==> src/rtl/bf8b_pkg.sv <==
// Shared bf8b definitions: opcode encodings, stage codes, trap causes and
// the opcode classification used to route an instruction through the stages.
package bf8b_pkg;

  localparam logic [6:0] OP_LUI         = 7'b0110111;
  localparam logic [6:0] OP_AIUPC       = 7'b0010111;
  localparam logic [6:0] OP_JAL         = 7'b1101111;
  localparam logic [6:0] OP_JALR        = 7'b1100111;
  localparam logic [6:0] OP_LOAD        = 7'b0000011;
  localparam logic [6:0] OP_STORE       = 7'b0100011;
  localparam logic [6:0] OP_BRANCH      = 7'b1100011;
  localparam logic [6:0] OP_INTEGER_IMM = 7'b0010011;
  localparam logic [6:0] OP_INTEGER     = 7'b0110011;

  localparam logic [2:0] STAGE_IDLE   = 3'd0;
  localparam logic [2:0] STAGE_FETCH  = 3'd1;
  localparam logic [2:0] STAGE_DECODE = 3'd2;
  localparam logic [2:0] STAGE_EXEC   = 3'd3;
  localparam logic [2:0] STAGE_MEM    = 3'd4;
  localparam logic [2:0] STAGE_WB     = 3'd5;
  localparam logic [2:0] STAGE_FAULT  = 3'd7;

  typedef enum logic [1:0] {
    CAUSE_NONE    = 2'd0,
    CAUSE_ILLEGAL = 2'd1,
    CAUSE_TIMEOUT = 2'd2
  } fault_cause_t;

  typedef enum logic [3:0] {
    S_IDLE,
    S_FETCH_START,  S_FETCH_WAIT,
    S_DECODE_START, S_DECODE_WAIT,
    S_EXEC_START,   S_EXEC_WAIT,
    S_MEM_START,    S_MEM_WAIT,
    S_WB_START,     S_WB_WAIT,
    S_FAULT
  } seq_state_t;

  function automatic logic op_legal(input logic [6:0] op);
    case (op)
      OP_LUI, OP_AIUPC, OP_JAL, OP_JALR, OP_LOAD, OP_STORE,
      OP_BRANCH, OP_INTEGER_IMM, OP_INTEGER: op_legal = 1'b1;
      default:                               op_legal = 1'b0;
    endcase
  endfunction

  function automatic logic op_needs_mem(input logic [6:0] op);
    op_needs_mem = (op == OP_LOAD) || (op == OP_STORE);
  endfunction

  // LOAD appears here because it reaches writeback via the memory stage.
  function automatic logic op_needs_wb(input logic [6:0] op);
    case (op)
      OP_LUI, OP_AIUPC, OP_JAL, OP_JALR, OP_LOAD,
      OP_INTEGER_IMM, OP_INTEGER: op_needs_wb = 1'b1;
      default:                    op_needs_wb = 1'b0;
    endcase
  endfunction

endpackage

==> src/rtl/stage_sequencer_if.sv <==
// Handshake bundle between the stage sequencer (master) and the core's
// pipeline stages plus run control (slave).
interface stage_sequencer_if #(
  parameter int INSTRET_WIDTH = 32
);
  logic                     run;
  logic [6:0]               op;
  logic                     fetch_ready, decode_ready, exec_ready, mem_ready, wb_ready;
  logic                     fetch_en, decode_en, exec_en, mem_en, wb_en;
  logic                     busy;
  logic                     fault;
  logic [1:0]               fault_cause;
  logic [2:0]               stage;
  logic [INSTRET_WIDTH-1:0] instret;

  modport master (
    input  run, op, fetch_ready, decode_ready, exec_ready, mem_ready, wb_ready,
    output fetch_en, decode_en, exec_en, mem_en, wb_en,
           busy, fault, fault_cause, stage, instret
  );

  modport slave (
    output run, op, fetch_ready, decode_ready, exec_ready, mem_ready, wb_ready,
    input  fetch_en, decode_en, exec_en, mem_en, wb_en,
           busy, fault, fault_cause, stage, instret
  );
endinterface

==> src/rtl/stage_sequencer_watchdog.sv <==
// Wait-phase watchdog: cleared while a stage is being started, counts WAIT
// cycles without ready, and flags the cycle whose increment would reach TIMEOUT.
module stage_watchdog #(
  parameter int TIMEOUT       = 255,
  parameter int TIMEOUT_WIDTH = 8
) (
  input  logic clk,
  input  logic rst,
  input  logic clear,
  input  logic inc,
  output logic expired
);

  logic [TIMEOUT_WIDTH-1:0] count;

  always_ff @(posedge clk) begin
    if (rst) begin
      count <= '0;
    end else if (clear) begin
      count <= '0;
    end else if (inc) begin
      count <= count + TIMEOUT_WIDTH'(1);
    end
  end

  // inc is only raised without ready, so a ready in the final cycle wins.
  assign expired = inc && (count == TIMEOUT_WIDTH'(TIMEOUT - 1));

endmodule

==> src/rtl/stage_sequencer.sv <==
// bf8b multi-cycle stage sequencer: pulses each stage's en, waits for its
// ready, skips MEM/WB by opcode, counts retirements and traps on faults.
module stage_sequencer
  import bf8b_pkg::*;
#(
  parameter int TIMEOUT       = 255,
  parameter int TIMEOUT_WIDTH = 8,
  parameter int INSTRET_WIDTH = 32
) (
  input logic               clk,
  input logic               rst,
  stage_sequencer_if.master bus
);

  seq_state_t               state;
  fault_cause_t             cause_q;
  logic [6:0]               op_q;
  logic [INSTRET_WIDTH-1:0] instret_q;
  logic                     fetch_en_q, decode_en_q, exec_en_q, mem_en_q, wb_en_q;
  logic                     busy_q, fault_q;
  logic [2:0]               stage_q;

  logic in_start, in_wait, cur_ready, expired, retire;

  always_comb begin
    in_start  = 1'b0;
    in_wait   = 1'b0;
    cur_ready = 1'b0;
    case (state)
      S_FETCH_START, S_DECODE_START, S_EXEC_START,
      S_MEM_START, S_WB_START: in_start = 1'b1;
      S_FETCH_WAIT:  begin in_wait = 1'b1; cur_ready = bus.fetch_ready;  end
      S_DECODE_WAIT: begin in_wait = 1'b1; cur_ready = bus.decode_ready; end
      S_EXEC_WAIT:   begin in_wait = 1'b1; cur_ready = bus.exec_ready;   end
      S_MEM_WAIT:    begin in_wait = 1'b1; cur_ready = bus.mem_ready;    end
      S_WB_WAIT:     begin in_wait = 1'b1; cur_ready = bus.wb_ready;     end
      default: ;
    endcase
  end

  stage_watchdog #(
    .TIMEOUT       (TIMEOUT),
    .TIMEOUT_WIDTH (TIMEOUT_WIDTH)
  ) u_watchdog (
    .clk     (clk),
    .rst     (rst),
    .clear   (in_start),
    .inc     (in_wait && !cur_ready),
    .expired (expired)
  );

  // Three exit points: BRANCH after EXEC, STORE after MEM, everything else after WB.
  assign retire =
      ((state == S_EXEC_WAIT) && bus.exec_ready && !op_needs_mem(op_q) && !op_needs_wb(op_q)) ||
      ((state == S_MEM_WAIT)  && bus.mem_ready  && !op_needs_wb(op_q)) ||
      ((state == S_WB_WAIT)   && bus.wb_ready);

  always_ff @(posedge clk) begin
    if (rst) begin
      state       <= S_IDLE;
      cause_q     <= CAUSE_NONE;
      op_q        <= '0;
      instret_q   <= '0;
      fetch_en_q  <= 1'b0;
      decode_en_q <= 1'b0;
      exec_en_q   <= 1'b0;
      mem_en_q    <= 1'b0;
      wb_en_q     <= 1'b0;
      busy_q      <= 1'b0;
      fault_q     <= 1'b0;
      stage_q     <= STAGE_IDLE;
    end else begin
      fetch_en_q  <= 1'b0;
      decode_en_q <= 1'b0;
      exec_en_q   <= 1'b0;
      mem_en_q    <= 1'b0;
      wb_en_q     <= 1'b0;
      if (expired) begin
        state   <= S_FAULT;
        stage_q <= STAGE_FAULT;
        busy_q  <= 1'b0;
        fault_q <= 1'b1;
        cause_q <= CAUSE_TIMEOUT;
      end else if (retire) begin
        instret_q <= instret_q + INSTRET_WIDTH'(1);
        if (bus.run) begin
          state      <= S_FETCH_START;
          fetch_en_q <= 1'b1;
          stage_q    <= STAGE_FETCH;
        end else begin
          state   <= S_IDLE;
          stage_q <= STAGE_IDLE;
          busy_q  <= 1'b0;
        end
      end else begin
        case (state)
          S_IDLE: if (bus.run) begin
            state      <= S_FETCH_START;
            fetch_en_q <= 1'b1;
            stage_q    <= STAGE_FETCH;
            busy_q     <= 1'b1;
          end
          S_FETCH_START: state <= S_FETCH_WAIT;
          S_FETCH_WAIT: if (bus.fetch_ready) begin
            state       <= S_DECODE_START;
            decode_en_q <= 1'b1;
            stage_q     <= STAGE_DECODE;
          end
          S_DECODE_START: state <= S_DECODE_WAIT;
          S_DECODE_WAIT: if (bus.decode_ready) begin
            op_q <= bus.op;
            if (op_legal(bus.op)) begin
              state     <= S_EXEC_START;
              exec_en_q <= 1'b1;
              stage_q   <= STAGE_EXEC;
            end else begin
              state   <= S_FAULT;
              stage_q <= STAGE_FAULT;
              busy_q  <= 1'b0;
              fault_q <= 1'b1;
              cause_q <= CAUSE_ILLEGAL;
            end
          end
          S_EXEC_START: state <= S_EXEC_WAIT;
          S_EXEC_WAIT: if (bus.exec_ready) begin
            if (op_needs_mem(op_q)) begin
              state    <= S_MEM_START;
              mem_en_q <= 1'b1;
              stage_q  <= STAGE_MEM;
            end else begin
              state   <= S_WB_START;
              wb_en_q <= 1'b1;
              stage_q <= STAGE_WB;
            end
          end
          S_MEM_START: state <= S_MEM_WAIT;
          S_MEM_WAIT: if (bus.mem_ready) begin
            state   <= S_WB_START;
            wb_en_q <= 1'b1;
            stage_q <= STAGE_WB;
          end
          S_WB_START: state <= S_WB_WAIT;
          default: ;
        endcase
      end
    end
  end

  assign bus.fetch_en    = fetch_en_q;
  assign bus.decode_en   = decode_en_q;
  assign bus.exec_en     = exec_en_q;
  assign bus.mem_en      = mem_en_q;
  assign bus.wb_en       = wb_en_q;
  assign bus.busy        = busy_q;
  assign bus.fault       = fault_q;
  assign bus.fault_cause = cause_q;
  assign bus.stage       = stage_q;
  assign bus.instret     = instret_q;

endmodule

==> src/flat_wrapper.sv <==
// flat-port wrapper written by rule: the top's interface ports become plain ports
module stage_sequencer_flat import bf8b_pkg::*;
#(
  parameter int TIMEOUT       = 255,
  parameter int TIMEOUT_WIDTH = 8,
  parameter int INSTRET_WIDTH = 32
)
  (clk, rst, bus_run, bus_op, bus_fetch_ready, bus_decode_ready, bus_exec_ready, bus_mem_ready, bus_wb_ready, bus_fetch_en, bus_decode_en, bus_exec_en, bus_mem_en, bus_wb_en, bus_busy, bus_fault, bus_fault_cause, bus_stage, bus_instret);
  stage_sequencer_if #(.INSTRET_WIDTH(INSTRET_WIDTH)) bus_i ();
  input logic clk;
  input logic rst;
  input wire logic [$bits(bus_i.run)-1:0] bus_run;
  input wire logic [$bits(bus_i.op)-1:0] bus_op;
  input wire logic [$bits(bus_i.fetch_ready)-1:0] bus_fetch_ready;
  input wire logic [$bits(bus_i.decode_ready)-1:0] bus_decode_ready;
  input wire logic [$bits(bus_i.exec_ready)-1:0] bus_exec_ready;
  input wire logic [$bits(bus_i.mem_ready)-1:0] bus_mem_ready;
  input wire logic [$bits(bus_i.wb_ready)-1:0] bus_wb_ready;
  output wire logic [$bits(bus_i.fetch_en)-1:0] bus_fetch_en;
  output wire logic [$bits(bus_i.decode_en)-1:0] bus_decode_en;
  output wire logic [$bits(bus_i.exec_en)-1:0] bus_exec_en;
  output wire logic [$bits(bus_i.mem_en)-1:0] bus_mem_en;
  output wire logic [$bits(bus_i.wb_en)-1:0] bus_wb_en;
  output wire logic [$bits(bus_i.busy)-1:0] bus_busy;
  output wire logic [$bits(bus_i.fault)-1:0] bus_fault;
  output wire logic [$bits(bus_i.fault_cause)-1:0] bus_fault_cause;
  output wire logic [$bits(bus_i.stage)-1:0] bus_stage;
  output wire logic [$bits(bus_i.instret)-1:0] bus_instret;
  assign bus_i.run = bus_run;
  assign bus_i.op = bus_op;
  assign bus_i.fetch_ready = bus_fetch_ready;
  assign bus_i.decode_ready = bus_decode_ready;
  assign bus_i.exec_ready = bus_exec_ready;
  assign bus_i.mem_ready = bus_mem_ready;
  assign bus_i.wb_ready = bus_wb_ready;
  assign bus_fetch_en = bus_i.fetch_en;
  assign bus_decode_en = bus_i.decode_en;
  assign bus_exec_en = bus_i.exec_en;
  assign bus_mem_en = bus_i.mem_en;
  assign bus_wb_en = bus_i.wb_en;
  assign bus_busy = bus_i.busy;
  assign bus_fault = bus_i.fault;
  assign bus_fault_cause = bus_i.fault_cause;
  assign bus_stage = bus_i.stage;
  assign bus_instret = bus_i.instret;
  stage_sequencer #(.TIMEOUT(TIMEOUT), .TIMEOUT_WIDTH(TIMEOUT_WIDTH), .INSTRET_WIDTH(INSTRET_WIDTH)) u_core (.clk(clk), .rst(rst), .bus(bus_i));
endmodule
==> config.mk <==
export PLATFORM = sky130hd
export DESIGN_NAME = stage_sequencer_flat
export DESIGN_NICKNAME = d
export VERILOG_FILES = /design/src/rtl/bf8b_pkg.sv /design/src/rtl/stage_sequencer_if.sv /design/src/rtl/stage_sequencer_watchdog.sv /design/src/rtl/stage_sequencer.sv /design/src/flat_wrapper.sv
export SDC_FILE = /design/constraint.sdc
export NUM_CORES = 1
export LEC_CHECK = 0
export BUFFER_PORTS_ARGS = -buffer_cell sky130_fd_sc_hd__buf_2
export CAP_MARGIN = 10
export CORE_MARGIN = 1.5
export CORE_UTILIZATION = 40
export DETAILED_ROUTE_END_ITERATION = 10
export PLACE_DENSITY = 0.56
export RECOVER_POWER = 25
export SLEW_MARGIN = 25
export SYNTH_ARGS = -nofsm -noshare
export SYNTH_HDL_FRONTEND = slang
export SYNTH_HIERARCHICAL = 1
export SYNTH_SLANG_ARGS = --single-unit
export TNS_END_PERCENT = 50
==> constraint.sdc <==
create_clock -name clk -period 3.9 [get_ports clk]
set_input_delay 0.39 -clock clk [delete_from_list [all_inputs] [get_ports clk]]
set_output_delay 0.39 -clock clk [all_outputs]
set_load 0.01 [all_outputs]
==> metrics, run 1 <==
status complete, no violations; crit path kind reg2reg; delay of the slowest cell on the worst path 0.72 ns; Synth Area per Inst 8.385 sq um; total CTS buffers 9; Max VDD drop 0.0001530 V; Post-Synthesis Cells 392; fin nets 463; Reg clk slew, reported paths 0.07 ns; Die Span X 93.65 um; Worst R2R Path Depth 11; Period minus WS final 3.599 ns; commonest non-fill, non-tap cell in the layout dfxtp_1; crit path max fanout 20; setup violators final 0; via count 3123; Setup Total Neg Slack 0 ns; Netlist cell types 63; Post-CTS Repair Setup Buffers 0; initial antenna violation count 0; filler cell count 802; first-pass GRT wire length 14430 um; CP Depth 11; Clock Latency Late Sink 0.34 ns; P per Cell Area 345.7 nW/um^2; All-Layer GR Usage 20.97%; Synth area leader dfxtp_1; DRT antenna net count 0; proportion of synthesized chip area in sequential cells 38.37%; fin. max-slew vios 0; crit path buf inv count 3; CTS hold repair buffers 0; Worst Tran Pin Value 1.014 ns; YS warnings 6; ys flop type dfxtp_1; crit share post-route 92.28%; min-delay worst type in2reg; DIE AREA 8770 sq um; average wire per standard cell 15.89 um; DRC 0; GRT overflow 0; Synth Cell Area 3287 sq um; Crit path arrival time 3.85 ns; vias in the first global route 2836; area grow syn2layout 15.57%; crit-path cells and2b_4, and3_4, nor4_1, buf_4, nand4_4, nor2_1, buf_4, clkinv_1, nand4_1, or4_1, a21oi_1; hold path depth 3; WHS 0.3006 ns; Sink Count 63; Crit path top cell by count buf_4; CORE AREA 7848 sq um; clk buf depth 2; Multi-input gate area 1884 sq um; CP delay by family, top simple AND/OR/NAND/NOR gates; Worst Setup End Kind flip-flop; Die Height 93.65 um; CTS tree yes; Req. time, crit path 4.16 ns; Finished Core Util 48.41%; Clock Tree Root clkbuf_8; final hold vios 0; share of layout cells above drive strength 1 14.99%; EDFF count, synth 0; first drt pass iteration count 5; Leak 1.373 nW; Yosys reg bits 63; largest net degree at the start of global routing 40; Inserted Diodes 0; Worst Skew 0.009725 ns; Resized Gates After CTS 0; final std cells w/o fill 549; Iteration-0 DRC Markers 172; maximum clock frequency 0.2779 GHz; drt via density 5.689; CP max-delay cell or4_1; synth top area cells dfxtp_1, a21oi_1, nor2_1; ys async rst share 0%; initial core utilization 41.88%; Synth top area share 38.37%; CTS H-tree lvls 3; RSZ-0062 raised after global routing no; Max-cap violations 0; most frequent cells in the layout dfxtp_1, nor2_1, a21oi_1; I/O pins 59; gpl congestion 0.8462; CP Launch Type flip-flop; # placed instances 536; post-synthesis net count 410; slew margin rel. 32.37%; sequential cell area 1261 sq um; row count 32; HPWL after DPL 6074 um; port bufs 58; drt total wl 8721 um; total power draw 1.313 mW
registers in the layout, indices dropped and copies added (netlist names), 2 cells and up:
register                 count
u_core/state                 4
u_core/u_watchdog/count      8
u_core/bus.instret          32
u_core/op_q                  7
u_core/bus.stage             3
u_core/bus.fault_cause       2
worst register-to-register path, stage by stage, from the launching register on:
cell	delay, ns
dfxtp_1	0.68
and2b_4	0.29
and3_4	0.22
nor4_1	0.05
buf_4	0.19
nand4_4	0.11
nor2_1	0.06
buf_4	0.18
clkinv_1	0.21
nand4_1	0.64
or4_1	0.72
a21oi_1	0.15
routing by layer:
layer / vias up / routed length, um / global-route usage, %
met3: 13 / 465 / 3.155
li1: 1547 / - / -
met5: - / 0 / 0
met4: 0 / 134 / 7.960
met2: 90 / 3732 / 30.01
met1: 1473 / 4389 / 31.38
worst paths after layout:
check	from	to	slack (ns)
worst max-delay path	u_core/state[1]$_SDFFE_PP0P_	u_core/bus.instret[17]$_SDFFE_PP0P_	0.30
worst min-delay path	bus_op[1]	u_core/op_q[1]$_SDFFE_PP0P_	0.30
worst max register to register	u_core/state[1]$_SDFFE_PP0P_	u_core/bus.instret[17]$_SDFFE_PP0P_	0.30
worst min register to register	u_core/bus.fault_cause[0]$_SDFFE_PP0P_	u_core/bus.fault_cause[0]$_SDFFE_PP0P_	0.48
cells by family after synthesis:
| logic type | count (synthesis) | synth area share, % |
|---|---|---|
| AND/OR/NAND/NOR | 173 | 30.19 |
| adder cells (fa/ha/maj) | 3 | 1.142 |
| multiplexers | 14 | 4.301 |
| flip-flops | 63 | 38.37 |
| AO/OA/AOI/OAI | 88 | 17.43 |
| XOR/XNOR | 16 | 4.263 |
| buffers and inverters | 35 | 4.301 |
stage by stage:
step	cell area (sq um)	worst slack, ns
after floorplan	3287	1.225
after global placement	3646	0.4883
after detailed placement	3646	0.3911
after CTS	3831	0.3626
after global routing	3799	0.006994
final	3799	0.3012
layout make-up:
class / instances / area share (%)
Timing Repair Buffer: 61 / 7.378
Clock buffer: 12 / 4.084
Inverter: 16 / 1.581
Multi-Input combinational cell: 294 / 49.60
Tap cell: 102 / 3.360
Clock inverter: 1 / 0.7905
Sequential cell: 63 / 33.20
where the power goes:
part | total (mW) | switching, mW | internal (mW)
logic | 0.0846 | 0.0528 | 0.0318
clock network | 0.566 | 0.245 | 0.320
registers | 0.663 | 0.0118 | 0.651
synthesized netlist by cell type, drive strengths merged, types with 2 or more instances:
cell and n:
dfxtp 63, nor2 41, a21oi 37, nand2 26, nand4 21, nor3 16, inv 15, nand3 15
clkbuf 14, o21ai 14, mux2i 13, xnor2 12, o31ai 10, nor4 8, or3 8, or4 7
and3 5, buf 5, and4 4, nand2b 4, nor3b 4, xor2 4, a21boi 3, a21o 3
ha 3, nand3b 3, nor2b 3, a211oi 2, a31o 2, a31oi 2, a32oi 2, and2b 2
o2111ai 2, or2 2
Note: power is estimated with default switching activity, not from simulation.
==> inputs of run 2 (changes only) <==
--- a/config.mk
+++ b/config.mk
@@ -13,4 +13,5 @@
 export PLACE_DENSITY = 0.56
 export RECOVER_POWER = 25
+export SKIP_LAST_GASP = 1
 export SLEW_MARGIN = 25
 export SYNTH_ARGS = -nofsm -noshare
==> constraint.sdc (replaced) <==
create_clock -name clk -period 3.9 [get_ports clk]
set_input_delay 0.195 -clock clk [delete_from_list [all_inputs] [get_ports clk]]
set_output_delay 0.195 -clock clk [all_outputs]
set_load 0.01 [all_outputs]
==> metrics, run 2 (same netlist as run 1, synthesis figures left out) <==
crit path max fanout 20; Resized Gates After CTS 0; total power draw 1.356 mW; Max-cap violations 0; port bufs 58; Max VDD drop 0.0001559 V; internal power 1.030 mW; DIE AREA 8770 sq um; Comb power frac 6.4%; area grow syn2layout 17.02%; Area after DPL 3638 sq um; Worst Setup End Kind flip-flop; switching power of the nets 0.3252 mW; Multi-input gate area 1896 sq um; crit-path cells and2b_4, and3_4, nor4_1, buf_4, nand4_4, nor2_1, buf_4, clkinv_1, nand4_1, or4_1, a21oi_1; CTS hold repair buffers 0; drt total wl 8753 um; Leak 1.393 nW; CTS tree yes; via count 3147; Post-CTS Repair Setup Buffers 0; average wire per standard cell 15.86 um; Inserted Diodes 0; filler cell count 799; share of layout cells above drive strength 1 15.56%; largest net degree at the start of global routing 54; first drt pass iteration count 4; initial core utilization 41.88%; setup violators final 0; crit path kind reg2reg; Worst Tran Pin Value 0.7874 ns; first-pass GRT wire length 14730 um; Largest register FFs 32; Sink Count 63; Crit path top cell by count buf_4; min-delay worst type in2reg; fin nets 463; DRC 0; sequential cell area 1261 sq um; Reg clk slew, reported paths 0.08 ns; Die Span X 93.65 um; maximum clock frequency 0.2732 GHz; Period minus WS final 3.660 ns; Iteration-0 DRC Markers 117; delay of the slowest cell on the worst path 0.74 ns; CTS H-tree lvls 3; flop2flop setup slack 0.24 ns; Sw Share 23.99%; Clock Tree Root clkbuf_8; crit share post-route 93.86%; total CTS buffers 9; DRT antenna net count 0; crit path buf inv count 3; Clock Latency Late Sink 0.33 ns; status complete, no violations; Die Height 93.65 um; Setup Total Neg Slack 0 ns; share of power burned in registers 48.9%; CP Launch Type flip-flop; slew margin rel. 47.35%; gpl congestion 0.8408; P per Cell Area 352.4 nW/um^2; GRT overflow 0; fin. max-slew vios 0; Worst Skew 0.01094 ns; HPWL after DPL 5989 um; All-Layer GR Usage 21.24%; I/O pins 59; CP delay by family, top simple AND/OR/NAND/NOR gates; commonest non-fill, non-tap cell in the layout dfxtp_1; CORE AREA 7848 sq um; Clk network pwr share 44.7%; Req. time, crit path 4.17 ns; CP max-delay cell or4_1; clk buf depth 2; drt via density 5.701; RSZ-0062 raised after global routing no; row count 32; most frequent cells in the layout dfxtp_1, nor2_1, a21oi_1; final hold vios 0; fin area 3846 sq um; vias in the first global route 2877; initial antenna violation count 0; Crit path arrival time 3.93 ns
-- run 2: cell types whose count changed in the layout (fill, tap and decap cells not counted) --
cell,change
buf_4,-1
clkinv_2,+2
a311oi_2,-1
buf_12,+1
clkbuf_8,+1
a311oi_4,+1
-- run 2: worst reg2reg max path: stages, from the launching register on --
cell      delay [ns]
dfxtp_1         0.69
and2b_4         0.31
and3_4          0.23
nor4_1          0.06
buf_4           0.19
nand4_4         0.11
nor2_1          0.06
buf_4           0.18
clkinv_1        0.20
nand4_1         0.65
or4_1           0.75
a21oi_1         0.15
-- run 2: final timing paths --
kind / startpoint / endpoint / cells after the start
min: bus_op[0] / u_core/op_q[0]$_SDFFE_PP0P_ / 3
max reg2reg: u_core/state[1]$_SDFFE_PP0P_ / u_core/bus.instret[11]$_SDFFE_PP0P_ / 11
max: u_core/state[1]$_SDFFE_PP0P_ / u_core/bus.instret[11]$_SDFFE_PP0P_ / 11
min reg2reg: u_core/bus.fault_cause[0]$_SDFFE_PP0P_ / u_core/bus.fault_cause[0]$_SDFFE_PP0P_ / 2
-- run 2: routing by layer --
layer | vias up | part of all wire [%] | GRT usage, %
met2 | 69 | 44 | 31.88
li1 | 1550 | - | -
met1 | 1520 | 51 | 31.17
met3 | 8 | 4.1 | 2.994
met4 | 0 | 0.97 | 6.841
met5 | - | 0 | 0
-- run 2: area by class of cell --
| type | count | area share [%] |
|---|---|---|
| inverter | 16 | 1.561 |
| multi-input combinational | 294 | 49.28 |
| timing repair buffer | 61 | 7.612 |
| tap | 102 | 3.318 |
| clock inverter | 3 | 1.041 |
| clock buffer | 13 | 4.392 |
| sequential | 63 | 32.79 |
-- run 2: power groups by stage --
stage	clock network [mW]	registers (mW)	logic [mW]
final	0.606	0.663	0.0869
after global routing	0.648	0.664	0.0973
after CTS	0.621	0.662	0.0848
after detailed placement	0	0.677	0.0839
after global placement	0	0.677	0.0848
after floorplan	0	0.673	0.0589
-- run 2: through the flow --
stage               utilization (%)  setup WS (ns)  hold slack (ns)  instances
finish                        49.01         0.2396           0.1079        552
global route                  49.01        0.03401           0.1234        552
CTS                           49.03         0.3424          0.09439        551
detailed placement            46.36         0.3901           0.4525        535
global placement              46.36         0.4816           0.4422        535
floorplan                         -          1.225           0.3111        392
==> inputs of run 3 (changes only) <==
- CTS_BUF_LIST: not set -> sky130_fd_sc_hd__clkbuf_8
- SLEW_MARGIN: 25 -> not set
- clock period: 3.9 -> 4.26 ns (I/O delays scaled with it)
==> metrics, run 3 (same netlist as run 1, synthesis figures left out) <==
crit path max fanout 20; Setup Total Neg Slack 0 ns; Req. time, crit path 4.52 ns; most frequent cells in the layout dfxtp_1, nor2_1, a21oi_1; WHS 0.1348 ns; delay of the slowest cell on the worst path 0.73 ns; via count 3101; fin. max-slew vios 0; gpl congestion 0.8523; DIE AREA 8770 sq um; RSZ-0062 raised after global routing no; Resized Gates After CTS 0; first drt pass iteration count 4; Clock Tree Root clkbuf_8; Clock Latency Late Sink 0.33 ns; CP max-delay cell or4_1; DRT antenna net count 0; Comb power frac 6.7%; DRC 0; Crit path top cell by count buf_4; Leak 1.363 nW; drt total wl 8540 um; Final WS setup 0.6859 ns; row count 32; I/O pins 59; Worst Setup End Kind flip-flop; # placed instances 535; crit-path cells and2b_4, and3_4, nor4_1, buf_4, nand4_4, nor2_1, buf_4, clkinv_1, nand4_1, or4_1, a21oi_1; Die Span X 93.65 um; Crit path arrival time 3.83 ns; Period minus WS final 3.574 ns; internal power 0.8431 mW; post-placement worst setup slack 0.7343 ns; Max-cap violations 0; vias in the first global route 2858; CTS tree yes; clk buf depth 2; final hold vios 0; initial core utilization 41.88%; Inserted Diodes 0; CTS H-tree lvls 3; slew margin rel. 32.04%; status complete, no violations; Clk network pwr share 39.6%; GRT overflow 0; largest net degree at the start of global routing 54; initial antenna violation count 0; share of layout cells above drive strength 1 15.18%; Worst Skew 0.008718 ns; P per Cell Area 299.2 nW/um^2; Die Height 93.65 um; average wire per standard cell 15.53 um; Sw Share 25.24%; All-Layer GR Usage 20.46%; commonest non-fill, non-tap cell in the layout dfxtp_1; fin nets 462; maximum clock frequency 0.2798 GHz; Reg clk slew, reported paths 0.07 ns; Worst Tran Pin Value 1.019 ns; Post-CTS Repair Setup Buffers 0; CTS hold repair buffers 0; port bufs 58; crit share post-route 83.90%; HPWL after DPL 5947 um; Largest register FFs 32; first-pass GRT wire length 14230 um; drt via density 5.638; total CTS buffers 9; CP Launch Type flip-flop; share of power burned in registers 53.7%; crit path kind reg2reg; final std cells w/o fill 550; CORE AREA 7848 sq um; Iteration-0 DRC Markers 150; Sink Count 63; Max VDD drop 0.0001518 V; switching power of the nets 0.2847 mW; setup violators final 0; min-delay worst type in2reg; area grow syn2layout 14.69%
-- run 3: power by group through the flow --
stage                     Combinational (mW)  Clock (mW)  Sequential, mW
final                                 0.0752       0.447           0.606
after detailed placement              0.0762           0           0.619
after global routing                  0.0852       0.489           0.608
after CTS                             0.0765       0.463           0.606
after floorplan                       0.0539           0           0.616
after global placement                0.0762           0           0.620
-- run 3: final cells by class --
| class | count | area, sq um |
|---|---|---|
| Multi-Input combinational cell | 294 | 1884 |
| Clock buffer | 10 | 137.6 |
| Timing Repair Buffer | 60 | 272.8 |
| Tap cell | 102 | 127.6 |
| Clock inverter | 5 | 26.28 |
| Inverter | 16 | 60.06 |
| Fill cell | 833 | 4078 |
| Sequential cell | 63 | 1261 |
-- run 3: critical path: cells and delay by family, from the launching register on --
kind / cells / cell delay, ns
AOI/OAI and AO/OA: 1 / 0.16
buffers and inverters: 3 / 0.57
DFF: 1 / 0.67
and+or+nand+nor: 7 / 2.10
-- run 3: final timing paths --
check / to / start / slack [ns] / cells past startpoint
hold reg to reg: u_core/bus.fault_cause[0]$_SDFFE_PP0P_ / u_core/bus.fault_cause[0]$_SDFFE_PP0P_ / 0.47 / 2
setup reg to reg: u_core/bus.instret[17]$_SDFFE_PP0P_ / u_core/state[1]$_SDFFE_PP0P_ / 0.69 / 11
setup / recovery: u_core/bus.instret[17]$_SDFFE_PP0P_ / u_core/state[1]$_SDFFE_PP0P_ / 0.69 / 11
hold / removal: u_core/op_q[1]$_SDFFE_PP0P_ / bus_op[1] / 0.13 / 3
-- run 3: stage by stage --
step / util (%) / instance area (sq um) / power (mW)
3_3_place_gp: 46.36 / 3638 / 0.6957
4_1_cts: 48.45 / 3802 / 1.146
5_1_grt: 48.04 / 3770 / 1.182
6_report: 48.04 / 3770 / 1.128
2_1_floorplan: - / 3287 / 0.6697
3_5_place_dp: 46.36 / 3638 / 0.6955
-- run 3: layer usage --
layer	routed length [um]	share of wire (%)	track usage, %
met3	400	4.7	4.207
met2	3798	44	29.77
met4	82	0.96	6.592
met1	4259	50	29.98
met5	0	0	0
